===== config.mk =====
export PLATFORM = sky130hd
export DESIGN_NAME = ring_arbiter_flat
export DESIGN_NICKNAME = d
export VERILOG_FILES = /design/src/rtl/ring_arbiter_if.sv /design/src/rtl/ring_arbiter.sv /design/src/flat_wrapper.sv
export SDC_FILE = /design/constraint.sdc
export NUM_CORES = 1
export LEC_CHECK = 0
export CORE_MARGIN = 5
export CORE_UTILIZATION = 30
export DETAILED_ROUTE_END_ITERATION = 10
export PLACE_DENSITY = 0.48
export SLEW_MARGIN = 25
export SYNTH_ARGS = -nofsm -noshare
export SYNTH_HDL_FRONTEND = slang
export SYNTH_SLANG_ARGS = --single-unit

===== constraint.sdc =====
create_clock -name clk -period 2.3 [get_ports clk]
set_input_delay 0.46 -clock clk [delete_from_list [all_inputs] [get_ports clk]]
set_output_delay 0.46 -clock clk [all_outputs]
set_load 0.03 [all_outputs]

===== src/rtl/ring_arbiter_if.sv =====
// ============================================================================
// ring_arbiter_if : request/grant bundle between requesting engines and the arbiter
// Revision 1.0
// ============================================================================
`default_nettype none

interface ring_arbiter_if #(
   parameter int N = 4
);
   localparam int IDW = (N > 1) ? $clog2(N) : 1;

   logic [N-1:0]   req;
   logic [N-1:0]   gnt;
   logic           gnt_valid;
   logic [IDW-1:0] gnt_id;
   logic [N-1:0]   ptr;

   modport master (
      output req,
      input  gnt,
      input  gnt_valid,
      input  gnt_id,
      input  ptr
   );

   modport slave (
      input  req,
      output gnt,
      output gnt_valid,
      output gnt_id,
      output ptr
   );
endinterface

`default_nettype wire


===== src/rtl/ring_arbiter.sv =====
// ============================================================================
// ring_arbiter : round-robin arbiter with one-hot rotating priority and hold limit
// Revision 1.0
// ============================================================================
`default_nettype none

module ring_arbiter #(
   parameter int N        = 4,
   parameter int MAX_HOLD = 8
) (
   input  wire            clk,
   input  wire            reset_n,
   ring_arbiter_if.slave  bus
);
   localparam int IDW = (N > 1) ? $clog2(N) : 1;
   localparam int HW  = (MAX_HOLD > 0) ? $clog2(MAX_HOLD + 1) : 1;

   localparam logic [HW-1:0] C_MAX_HOLD  = HW'(MAX_HOLD);
   localparam logic [HW-1:0] C_HOLD_INIT = HW'((MAX_HOLD != 0) ? 1 : 0);
   localparam logic [N-1:0]  C_PTR_RST   = {1'b1, {(N-1){1'b0}}};
   localparam logic [N-1:0]  C_ONE       = {{(N-1){1'b0}}, 1'b1};

   typedef enum logic [0:0] {
      IDLE  = 1'b0,
      GRANT = 1'b1
   } state_t;

   state_t         state_q,     state_d;
   logic [N-1:0]   gnt_q,       gnt_d;
   logic           gnt_valid_q, gnt_valid_d;
   logic [IDW-1:0] gnt_id_q,    gnt_id_d;
   logic [N-1:0]   ptr_q,       ptr_d;
   logic [HW-1:0]  hold_cnt_q,  hold_cnt_d;

   logic [IDW-1:0] w_ptr_idx;
   logic [IDW-1:0] w_pick_id;
   logic           w_pick_found;
   logic           w_release;

   // Scan from the pointer position downward with wrap; first set request wins.
   always_comb begin
      int idx;
      logic [IDW-1:0] idx_v;
      idx          = 0;
      idx_v        = '0;
      w_ptr_idx    = '0;
      w_pick_id    = '0;
      w_pick_found = 1'b0;
      for (int i = 0; i < N; i++) begin
         if (ptr_q[i]) w_ptr_idx = IDW'(i);
      end
      for (int k = 0; k < N; k++) begin
         idx   = (int'(w_ptr_idx) + N - k) % N;
         idx_v = IDW'(idx);
         if (!w_pick_found && bus.req[idx_v]) begin
            w_pick_found = 1'b1;
            w_pick_id    = idx_v;
         end
      end
   end

   always_comb begin
      w_release = 1'b0;
      if (!bus.req[gnt_id_q]) begin
         w_release = 1'b1;
      end else if ((MAX_HOLD != 0) && (hold_cnt_q == C_MAX_HOLD) &&
                   (|(bus.req & ~gnt_q))) begin
         w_release = 1'b1;
      end
   end

   always_comb begin
      state_d     = state_q;
      gnt_d       = gnt_q;
      gnt_valid_d = gnt_valid_q;
      gnt_id_d    = gnt_id_q;
      ptr_d       = ptr_q;
      hold_cnt_d  = hold_cnt_q;
      case (state_q)
         IDLE: begin
            if (w_pick_found) begin
               gnt_d       = C_ONE << w_pick_id;
               gnt_valid_d = 1'b1;
               gnt_id_d    = w_pick_id;
               hold_cnt_d  = C_HOLD_INIT;
               state_d     = GRANT;
            end
         end
         GRANT: begin
            if (w_release) begin
               gnt_d       = '0;
               gnt_valid_d = 1'b0;
               gnt_id_d    = '0;
               hold_cnt_d  = '0;
               // Owner drops to lowest priority: pointer moves one below it.
               ptr_d       = {gnt_q[0], gnt_q[N-1:1]};
               state_d     = IDLE;
            end else if (hold_cnt_q != C_MAX_HOLD) begin
               hold_cnt_d  = hold_cnt_q + HW'(1);
            end
         end
         default: state_d = IDLE;
      endcase
   end

   always_ff @(posedge clk or negedge reset_n) begin
      if (!reset_n) begin
         state_q     <= IDLE;
         gnt_q       <= '0;
         gnt_valid_q <= 1'b0;
         gnt_id_q    <= '0;
         ptr_q       <= C_PTR_RST;
         hold_cnt_q  <= '0;
      end else begin
         state_q     <= state_d;
         gnt_q       <= gnt_d;
         gnt_valid_q <= gnt_valid_d;
         gnt_id_q    <= gnt_id_d;
         ptr_q       <= ptr_d;
         hold_cnt_q  <= hold_cnt_d;
      end
   end

   assign bus.gnt       = gnt_q;
   assign bus.gnt_valid = gnt_valid_q;
   assign bus.gnt_id    = gnt_id_q;
   assign bus.ptr       = ptr_q;

endmodule

`default_nettype wire

===== src/flat_wrapper.sv =====
// flat-port wrapper written by rule: the top's interface ports become plain ports
module ring_arbiter_flat 
#(
   parameter int N        = 4,
   parameter int MAX_HOLD = 8
)
  (clk, reset_n, bus_req, bus_gnt, bus_gnt_valid, bus_gnt_id, bus_ptr);
  ring_arbiter_if #(.N(N)) bus_i ();
  input  wire clk;
  input  wire reset_n;
  input wire logic [$bits(bus_i.req)-1:0] bus_req;
  output wire logic [$bits(bus_i.gnt)-1:0] bus_gnt;
  output wire logic [$bits(bus_i.gnt_valid)-1:0] bus_gnt_valid;
  output wire logic [$bits(bus_i.gnt_id)-1:0] bus_gnt_id;
  output wire logic [$bits(bus_i.ptr)-1:0] bus_ptr;
  assign bus_i.req = bus_req;
  assign bus_gnt = bus_i.gnt;
  assign bus_gnt_valid = bus_i.gnt_valid;
  assign bus_gnt_id = bus_i.gnt_id;
  assign bus_ptr = bus_i.ptr;
  ring_arbiter #(.N(N), .MAX_HOLD(MAX_HOLD)) u_core (.clk(clk), .reset_n(reset_n), .bus(bus_i));
endmodule

After elaboration in Yosys (flattened, before gate mapping)
Cells that the tools add are included.
{ "totals": {"ff_bits": 16, "inputBits": 6, "out_inout_bits": 11, "wordCells": 75} }
{ "op_classes": {"n_addsub": 5, "order_cmp": 5, "n_eq_ne": 5, "n_shift": 1, "mux": 39, "bitwise_logic": 3, "reduce_logical": 11} }
{ "ops": {"columns": ["op", "n"], "rows": [
  ["$mux 4", 5],
  ["$mux 1", 16],
  ["$mux 2", 8],
  ["$pmux 4 s2", 2],
  ["$lt 2x3->1 const B", 5],
  ["$bmux 1 s2", 5],
  ["$reduce_and 2->1", 3],
  ["$add 4x1->4 const B", 1],
  ["$and 4x4->4", 1],
  ["$eq 4x4->1 const B", 1],
  ["$logic_and 1x1->1", 4],
  ["$ne 4x4->1 const B", 1],
  ["$not 4->4", 1],
  ["$pmux 1 s2", 2],
  ["$pmux 2 s2", 1],
  ["$reduce_or 4->1", 1],
  ["$shl 1x2->4 const A", 1],
  ["$sub 2x2->2 const B", 2],
  ["$logic_not 1->1", 3],
  ["$ne 3x3->1 const B", 1],
  ["$add 2x1->2 const B", 1],
  ["$ne 2x1->1 const B", 1],
  ["$ne 2x2->1 const B", 1],
  ["$sub 2x1->2 const B", 1],
  ["$not 1->1", 1]
]} }

Depth between registers and ports, before layout
{ "logic_depth": {"word_depth": 19, "depth_mapped": 8, "ltp_nobuf": 7} }

Worst setup path after synthesis
OpenSTA, ideal clock, no wires.
{ "synth_path": {"path_kind": "reg2reg", "start": "reg u_core.gnt_id_q[1], in the netlist u_core.bus.gnt_id[1]", "end": "reg u_core.ptr_q[1], in the netlist u_core.bus.ptr[1]", "setup_ps": 128, "arrival_ps": 1841, "required_time_ps": 2172, "path_slack_ps": 331, "stages_incl_launch_ff": 5, "n_path_buf": 1, "synth_period_minus_slack_ps": 1969, "cell_sequence": "dfrtp_1 mux4_1 a21bo_2 buf_2 mux2_1"} }
{ "synth_between": {"elab_chain_len": 4} }
{ "synth_lines": {"columns": ["element", "line", "text"], "rows": [
  ["start, declared", "ring_arbiter.sv:31", "logic [IDW-1:0] gnt_id_q, gnt_id_d;"],
  ["start signal, assigned", "ring_arbiter.sv:118", "gnt_id_q <= gnt_id_d;"],
  ["$bmux 1 s2", "ring_arbiter.sv:64", "if (!bus.req[gnt_id_q]) begin"],
  ["$mux 1 (implied by the code)", "ring_arbiter.sv:64", null],
  ["$mux 1", "ring_arbiter.sv:64", null],
  ["$reduce_and 2->1 (no line)", null, null],
  ["end signal, assigned", "ring_arbiter.sv:119", "ptr_q <= ptr_d;"],
  ["end, declared", "ring_arbiter.sv:32", "logic [N-1:0] ptr_q, ptr_d;"]
]} }
No other way between the ends. The select of a mux whose other input is x is not followed.
A chain may end at the register's enable or synchronous reset.

Worst setup path after layout
{ "layout_path": {"start": "in bus_req[3]", "end": "reg u_core.gnt_q[0], in the netlist u_core.bus.gnt[0]"} }
{ "layout_between": {"elab_chain_len": 15, "elab_cells_between_ends": 35, "cone_classes": "2 x eq/ne; 1 x shift; 22 x mux; 1 x bitwise; 9 x reduce/logical"} }
{ "layout_lines": {"columns": ["element", "line", "text"], "rows": [
  ["start, declared", "flat_wrapper.sv:11", "input wire logic [$bits(bus_i.req)-1:0] bus_req;"],
  ["$bmux 1 s2", "ring_arbiter.sv:55", "if (!w_pick_found && bus.req[idx_v]) begin"],
  ["$mux 1 (implied by the code)", "ring_arbiter.sv:55", null],
  ["$mux 1", "ring_arbiter.sv:55", null],
  ["$logic_not 1->1", "ring_arbiter.sv:55", null],
  ["$logic_and 1x1->1", "ring_arbiter.sv:55", null],
  ["$mux 1", "ring_arbiter.sv:55", null],
  ["$logic_not 1->1", "ring_arbiter.sv:55", null],
  ["$logic_and 1x1->1", "ring_arbiter.sv:55", null],
  ["$mux 1", "ring_arbiter.sv:55", null],
  ["$logic_not 1->1", "ring_arbiter.sv:55", null],
  ["$logic_and 1x1->1", "ring_arbiter.sv:55", null],
  ["$mux 2", "ring_arbiter.sv:55", null],
  ["$shl 1x2->4", "ring_arbiter.sv:82", "gnt_d = C_ONE << w_pick_id;"],
  ["$mux 4", "ring_arbiter.sv:81", "if (w_pick_found) begin"],
  ["$pmux 4 s2", "ring_arbiter.sv:79", "case (state_q)"],
  ["end signal, assigned", "ring_arbiter.sv:116", "gnt_q <= gnt_d;"],
  ["end, declared", "ring_arbiter.sv:29", "logic [N-1:0] gnt_q, gnt_d;"]
]} }
Parallel ways exist; a longest one is shown, timed or not. The select of a mux whose other input is x is not followed.

==> run_results.csv <==
group,metric,value,unit
floorplan,die_w,70.7,um
sta,tightest_slew,0.424,ns
placed_design,gp_congestion,0.771,
placed_design,post-dp-hpwl,1990,um
critical_path,critPathArrivalTime,2.34,ns
sta,min_period_over_period,94.6,%
power,ir_drop,0.537,mV
clock_network,cts_buffers,3,
clock_network,cts_buffer_depth,2,
sta,final-max-slew-violation-count,0,
critical_path,rrSetupSlack,0.26,ns
critical_path,slowest_stage,"clkdlybuf4s50_1",
synth,yosysTopAreaCell,"dfrtp_1",
critical_path,start_kind,"primary input",
critical_path,crit_required,2.47,ns
clock_network,htree_levels,1,
hold_path,hold_start,"u_core.bus.gnt_valid",
synth,yosys.cell_types.count,44,
global_route,grt.overflow.total,0,
synth,syn_area,0.00110,sq mm
floorplan,rows,22,
routing,vias,938,
finish,final_area,0.00145,sq mm
critical_path,path_buf_inv,1,
finish,area_growth,31.1,%
global_route,grt_start_max_net_pins,17,
synth,postSynth.asyncResetShare,100,%
routing,wl_per_cell,14.1,um
outcome,run_status,"finished, final reports clean",
critical_path,reg2regPathDepth,5,
critical_path,reg2reg_from,"u_core.bus.ptr[3]",
global_route,grt_pass1_wl,4730,um
synth,synth_edf_count,0,
clock_network,cts_setup_buffers,0,
floorplan,fp.dieH,70.7,um
routing,drtAntennaViolNets,0,
routing,drtPass1Iterations,4,
critical_path,path_cells,"clkdlybuf4s50_1, mux2i_1, a221oi_4, a31o_1, mux2_4, o31ai_2",
synth,syn_inst,108,
synth,syn_area_per_cell,10.2,sq um
synth,ys_ff_latch,16,
finish,antennaDiodeCount,0,
floorplan,core_area,0.00361,sq mm
sta,finalSetupViolations,0,
synth,synthTopCellsByArea,"dfrtp_1, nand2_1, nand2b_1",
sta,slew_headroom,71.7,%
sta,hold_viol,0,
critical_path,crit_path_end_kind,"flop",
critical_path,path_class,"primary input to flop",
placed_design,place_area,0.00140,sq mm
finish,seq_area,402,sq um
critical_path,crit_start,"bus_req[3]",
clock_network,insertion_delay,0.25,ns
critical_path,cpLargestDelayFamily,"compound AO/OA/AOI/OAI gates",
synth,synth_top_area_share,34.0,%
finish,nNetsFinal,148,
critical_path,worst-path-stages,6,
critical_path,regToRegEndpoint,"u_core.bus.gnt[0]",
routing,drc,0,
floorplan,dieArea,0.00499,sq mm
finish,fillers,359,
floorplan,pin_count,17,
hold_path,hold_path_class,"flop to flop",
global_route,track_usage,12.0,%
routing,drt_wl_total,2630,um
routing,drt_iter0_drc,82,
finish,finalNonFillerCells,187,
sta,fin_crit,2.18,ns
placed_design,place_inst,183,
clock_network,cts-root-buf,"clkbuf_8",
clock_network,cts.clk_slew.worst_paths,0.07,ns
floorplan,start_util,30.6,%
clock_network,postCtsHoldBufs,0,
finish,drive_above_1_share,23.0,%
clock_network,cts_tree,"built",
power,power.density,1190,mW/mm^2
sta,max_freq,0.460,GHz
clock_network,cts_resized,0,
clock_network,clock-sinks,16,
critical_path,crit_end,"u_core.bus.gnt[0]",
synth,ys.flop_type,"dfrtp_1",
sta,rsz0062_at_grt,"no",
synth,yosysSeqAreaShare,36.4,%
synth,syn-num-nets,116,
global_route,antenna_found_initial,0,
critical_path,worst_path_largest_cell_delay,0.61,ns
critical_path,path_max_fanout,8,
synth,yosys_warnings,0,
sta,skew,0.00506,ns
routing,vias_per_cell,5.02,
sta,hold_ws,0.483,ns
finish,multi_input_area,641,sq um
placed_design,port_buffers,16,
job,maxCapViolations,0,
power,p_leak,0.606,nW
global_route,first_global_vias,964,
through the flow:
step	setup TNS (ns)	power [mW]	util, %	worst slack [ns]
3_3_place_gp	-0.600	1.50	38.9	-0.0927
5_1_grt	0	1.86	40.1	0.0110
4_1_cts	0	1.73	40.1	0.119
2_1_floorplan	0	1.17	-	0.331
6_report	0	1.72	40.1	0.124
3_5_place_dp	-0.889	1.50	38.9	-0.135
synthesized netlist by cell type (2+ instances only):
| master | count |
|---|---|
| a22o_1 | 2 |
| a2bb2oi_1 | 2 |
| buf_6 | 3 |
| dfrtp_1 | 15 |
| ha_1 | 2 |
| inv_1 | 5 |
| mux2_1 | 2 |
| mux2_2 | 2 |
| mux2i_1 | 3 |
| nand2_1 | 12 |
| nand2b_1 | 6 |
| nand3_1 | 3 |
| nand3b_1 | 2 |
| nor2_1 | 9 |
| nor2b_1 | 2 |
| nor3b_1 | 2 |
| o211ai_1 | 4 |
| o21ai_0 | 5 |
| o21bai_1 | 2 |
sequential cells by signal (all words and copies together), names as in the netlist:
| name | flops |
|---|---|
| u_core.bus.gnt | 4 |
| u_core.bus.ptr | 4 |
| u_core.hold_cnt_q | 4 |
| u_core.bus.gnt_id | 2 |
| u_core.bus.gnt_valid | 1 |
| u_core.state_q | 1 |
worst reg2reg max path: stages, from the launching register on:
cell and delay, ns:
dfstp_2 0.72, nor2_1 0.12, a221oi_4 0.34, a31o_1 0.25
mux2_4 0.33, o31ai_2 0.20
final cells by class:
class / instances / share of cell area, %
Timing Repair Buffer: 32 / 19.4
Sequential cell: 16 / 27.8
Multi-Input combinational cell: 82 / 44.3
Tap cell: 48 / 4.15
Clock buffer: 4 / 3.11
Inverter: 5 / 1.30
layout by cell type, fill, tap and decap left out, types with 2 or more instances in the layout:
cell / netlist / routed
o21bai_1: 2 / 2
nor2b_1: 2 / 2
nand2b_1: 6 / 6
nor2_1: 9 / 9
ha_1: 2 / 2
nor3b_1: 2 / 2
o21ai_0: 5 / 5
mux2i_1: 3 / 3
buf_4: 0 / 16
a2bb2oi_1: 2 / 2
inv_1: 5 / 5
clkdlybuf4s50_1: 0 / 16
clkbuf_8: 0 / 3
nand3_1: 3 / 3
mux2_2: 2 / 2
nand3b_1: 2 / 2
mux2_1: 2 / 2
a22o_1: 2 / 2
nand2_1: 12 / 12
dfrtp_1: 15 / 15
o211ai_1: 4 / 4
where the power goes:
part | total [mW] | switching (mW) | internal [mW]
Combinational | 0.965 | 0.486 | 0.479
Sequential | 0.532 | 0.151 | 0.381
Clock | 0.221 | 0.0979 | 0.123
how the worst min path moves through the flow:
stage                     cells past startpoint  slack [ns]              endpoint
after floorplan                               0        0.16     u_core.bus.gnt[0]
after global placement                        2        0.46  u_core.bus.gnt_valid
after detailed placement                      2        0.47  u_core.bus.gnt_valid
after CTS                                     2        0.49  u_core.bus.gnt_valid
after global routing                          1        0.54     u_core.bus.ptr[0]
final                                         2        0.48  u_core.bus.gnt_valid
routing by layer:
metal	GRT usage (%)	vias up	routed length, um
met1	17.1	459	1310
met3	3.27	2	141
met5	0	-	0
li1	-	459	-
met2	17.4	18	1150
met4	4.38	0	21
kinds of logic after synthesis:
| family | after synthesis | synth area share [%] |
|---|---|---|
| AOI/OAI and AO/OA | 30 | 26.0 |
| xor gates and xnor gates | 1 | 0.794 |
| adders and majority gates | 2 | 2.27 |
| buffers and inverters | 10 | 5.55 |
| DFF | 16 | 36.4 |
| muxes | 9 | 10.5 |
| and+or+nand+nor | 40 | 18.5 |
Note: power is estimated with default switching activity, not from simulation.
==> variant: new RTL, config.mk and constraints unchanged <==
`N` is set to 4 in 3 places; all go to 2.
--- a/src/rtl/ring_arbiter_if.sv
+++ b/src/rtl/ring_arbiter_if.sv
@@ -5,7 +5,7 @@
 `default_nettype none
 
 interface ring_arbiter_if #(
-   parameter int N = 4
+   parameter int N = 2
 );
    localparam int IDW = (N > 1) ? $clog2(N) : 1;
 
--- a/src/rtl/ring_arbiter.sv
+++ b/src/rtl/ring_arbiter.sv
@@ -5,7 +5,7 @@
 `default_nettype none
 
 module ring_arbiter #(
-   parameter int N        = 4,
+   parameter int N        = 2,
    parameter int MAX_HOLD = 8
 ) (
    input  wire            clk,
--- a/src/flat_wrapper.sv
+++ b/src/flat_wrapper.sv
@@ -1,7 +1,7 @@
 // flat-port wrapper written by rule: the top's interface ports become plain ports
 module ring_arbiter_flat 
 #(
-   parameter int N        = 4,
+   parameter int N        = 2,
    parameter int MAX_HOLD = 8
 )
   (clk, reset_n, bus_req, bus_gnt, bus_gnt_valid, bus_gnt_id, bus_ptr);
Interface: changed (resized bus_gnt, bus_gnt_id, bus_ptr and bus_req); port bits go from 17 to 10. The function was not compared with the original's and may differ.
==> variant against the unedited design <==
- non-clock buffer count fell by 21
- utilization fell by 1.3 points
- total power decreased by 45%
- via count down 49%
- cell area fell by 48%
- sequential share of layout area increased by 6.0 points
- global-route usage is 1.7 points lower
- setup slack better by 0.22 ns
- synthesized area fell by 46%
- sequential cell count fell by 6
- clock power decreased by 27%
- routed wire length is 54% lower
==> variant: results (changes against the unedited design) <==
Status: complete, no violations
Multiplexer share of the synthesized area: 0.04393 (-0.06151)
Cell variety after synth: 33 (-25%)
Reg2reg start: u_core.hold_cnt_q[0]$_DFFE_PN0P_
WL final: 1.213 mm (-54%)
Crit path DAT: 1.49 ns (-0.85 ns)
DRC violation total after the first TritonRoute iteration: 3 (-96%)
Worst hold path type: in -> async
Largest net degree at the start of global routing: 11 (-6)
Syn avg cell area: 9.968 µm² (-2.4%)
Synth area leaders: dfrtp_1 38%, dfstp_2 4.4%, ha_1 4.2%
Crit path to: bus_ptr[1]
Synth top cells by count: 9 x dfrtp_1, 5 x nand2_1, 5 x o21ai_0
GRT Resource Usage Total: 0.1034 (-0.01660)
Insertion delay to the later sink of the worst-skew pair: 0.27 ns (+0.02 ns)
R2R cell count: 7 (+2)
IO buf count: 9 (-7)
Sw power: 382.9 µW (-48%)
Dpl cell area: 709.4 µm² (-49%)
Share of cells above drive strength 1: 0.1972 (-0.03303)
Total number of vias: 478 (-49%)
Crit-path max FO: 3 (-5)
Tcrit/Tclk final: 0.8491 (-0.09690)
GPL Wtd Cong: 0.8030 (+4.2%)
Slowest stage delay, CP: 0.67 ns (+0.06 ns)
Fill cells: 214 (-40%)
Register area share after synthesis: 0.4205 (+0.05656)
Delay-heaviest family, CP: buffers and inverters
Clk root buf: clkbuf_4
Max VDD drop: 0.4778 mV (-11%)
Clock network power: 161 µW (-27%)
Placed insts: 94 (-49%)
Fin nets: 78 (-47%)
Skew final: 0.002819 ns (-0.002241 ns)
Leakage: 0.3202 nW (-47%)
R2R setup slack: 0.55 ns (+0.29 ns)
Pre-CTS setup slack: 0.1783 ns (+0.3135 ns)
Seq. pwr: 342 µW (-36%)
Compound-gate portion of the synthesized area: 0.1862 (-0.07344)
Post-Synth Adder-Cell Area: 0.04184 (+0.01917)
Worst-Margin Slew: 0.4617 ns (+0.03745 ns)
DP Wirelength: 938.6 µm (-53%)
RR Endpoint: u_core.hold_cnt_q[2]$_DFFE_PN0P_
[variant: cell types whose count changed after synthesis, moves of 3 or more]
cell,delta
mux2i_1,-3
nor2_1,-7
o211ai_1,-3
nand2_1,-7
dfrtp_1,-6
nand2b_1,-5
buf_4,+3
buf_6,-3
[variant: per-layer routing]
metal / part of all wire / vias up / GRT usage / routed length, µm
li1: - / 236 / - / -
met1: 0.43 / 223 / 0.1139 / 519
met2: 0.45 / 14 / 0.1555 / 551
met3: 0.093 / 5 / 0.05995 / 113
met4: 0.024 / 0 / 0.05394 / 29
met5: 0 / - / 0 / 0
[variant: final cells by class]
cell class | instances | share of cell area
clock buffer | 4 | 0.04866
inverter | 5 | 0.02517
multi-input combinational | 41 | 0.4027
sequential | 10 | 0.3372
tap | 27 | 0.04530
timing repair buffer | 11 | 0.1409
[variant: per-stage QoR]
step                total power [mW]    util
floorplan                     0.6582       -
global placement              0.7907  0.3691
detailed placement            0.7933  0.3691
CTS                           0.9609  0.3880
global route                   1.018  0.3880
finish                        0.9433  0.3880
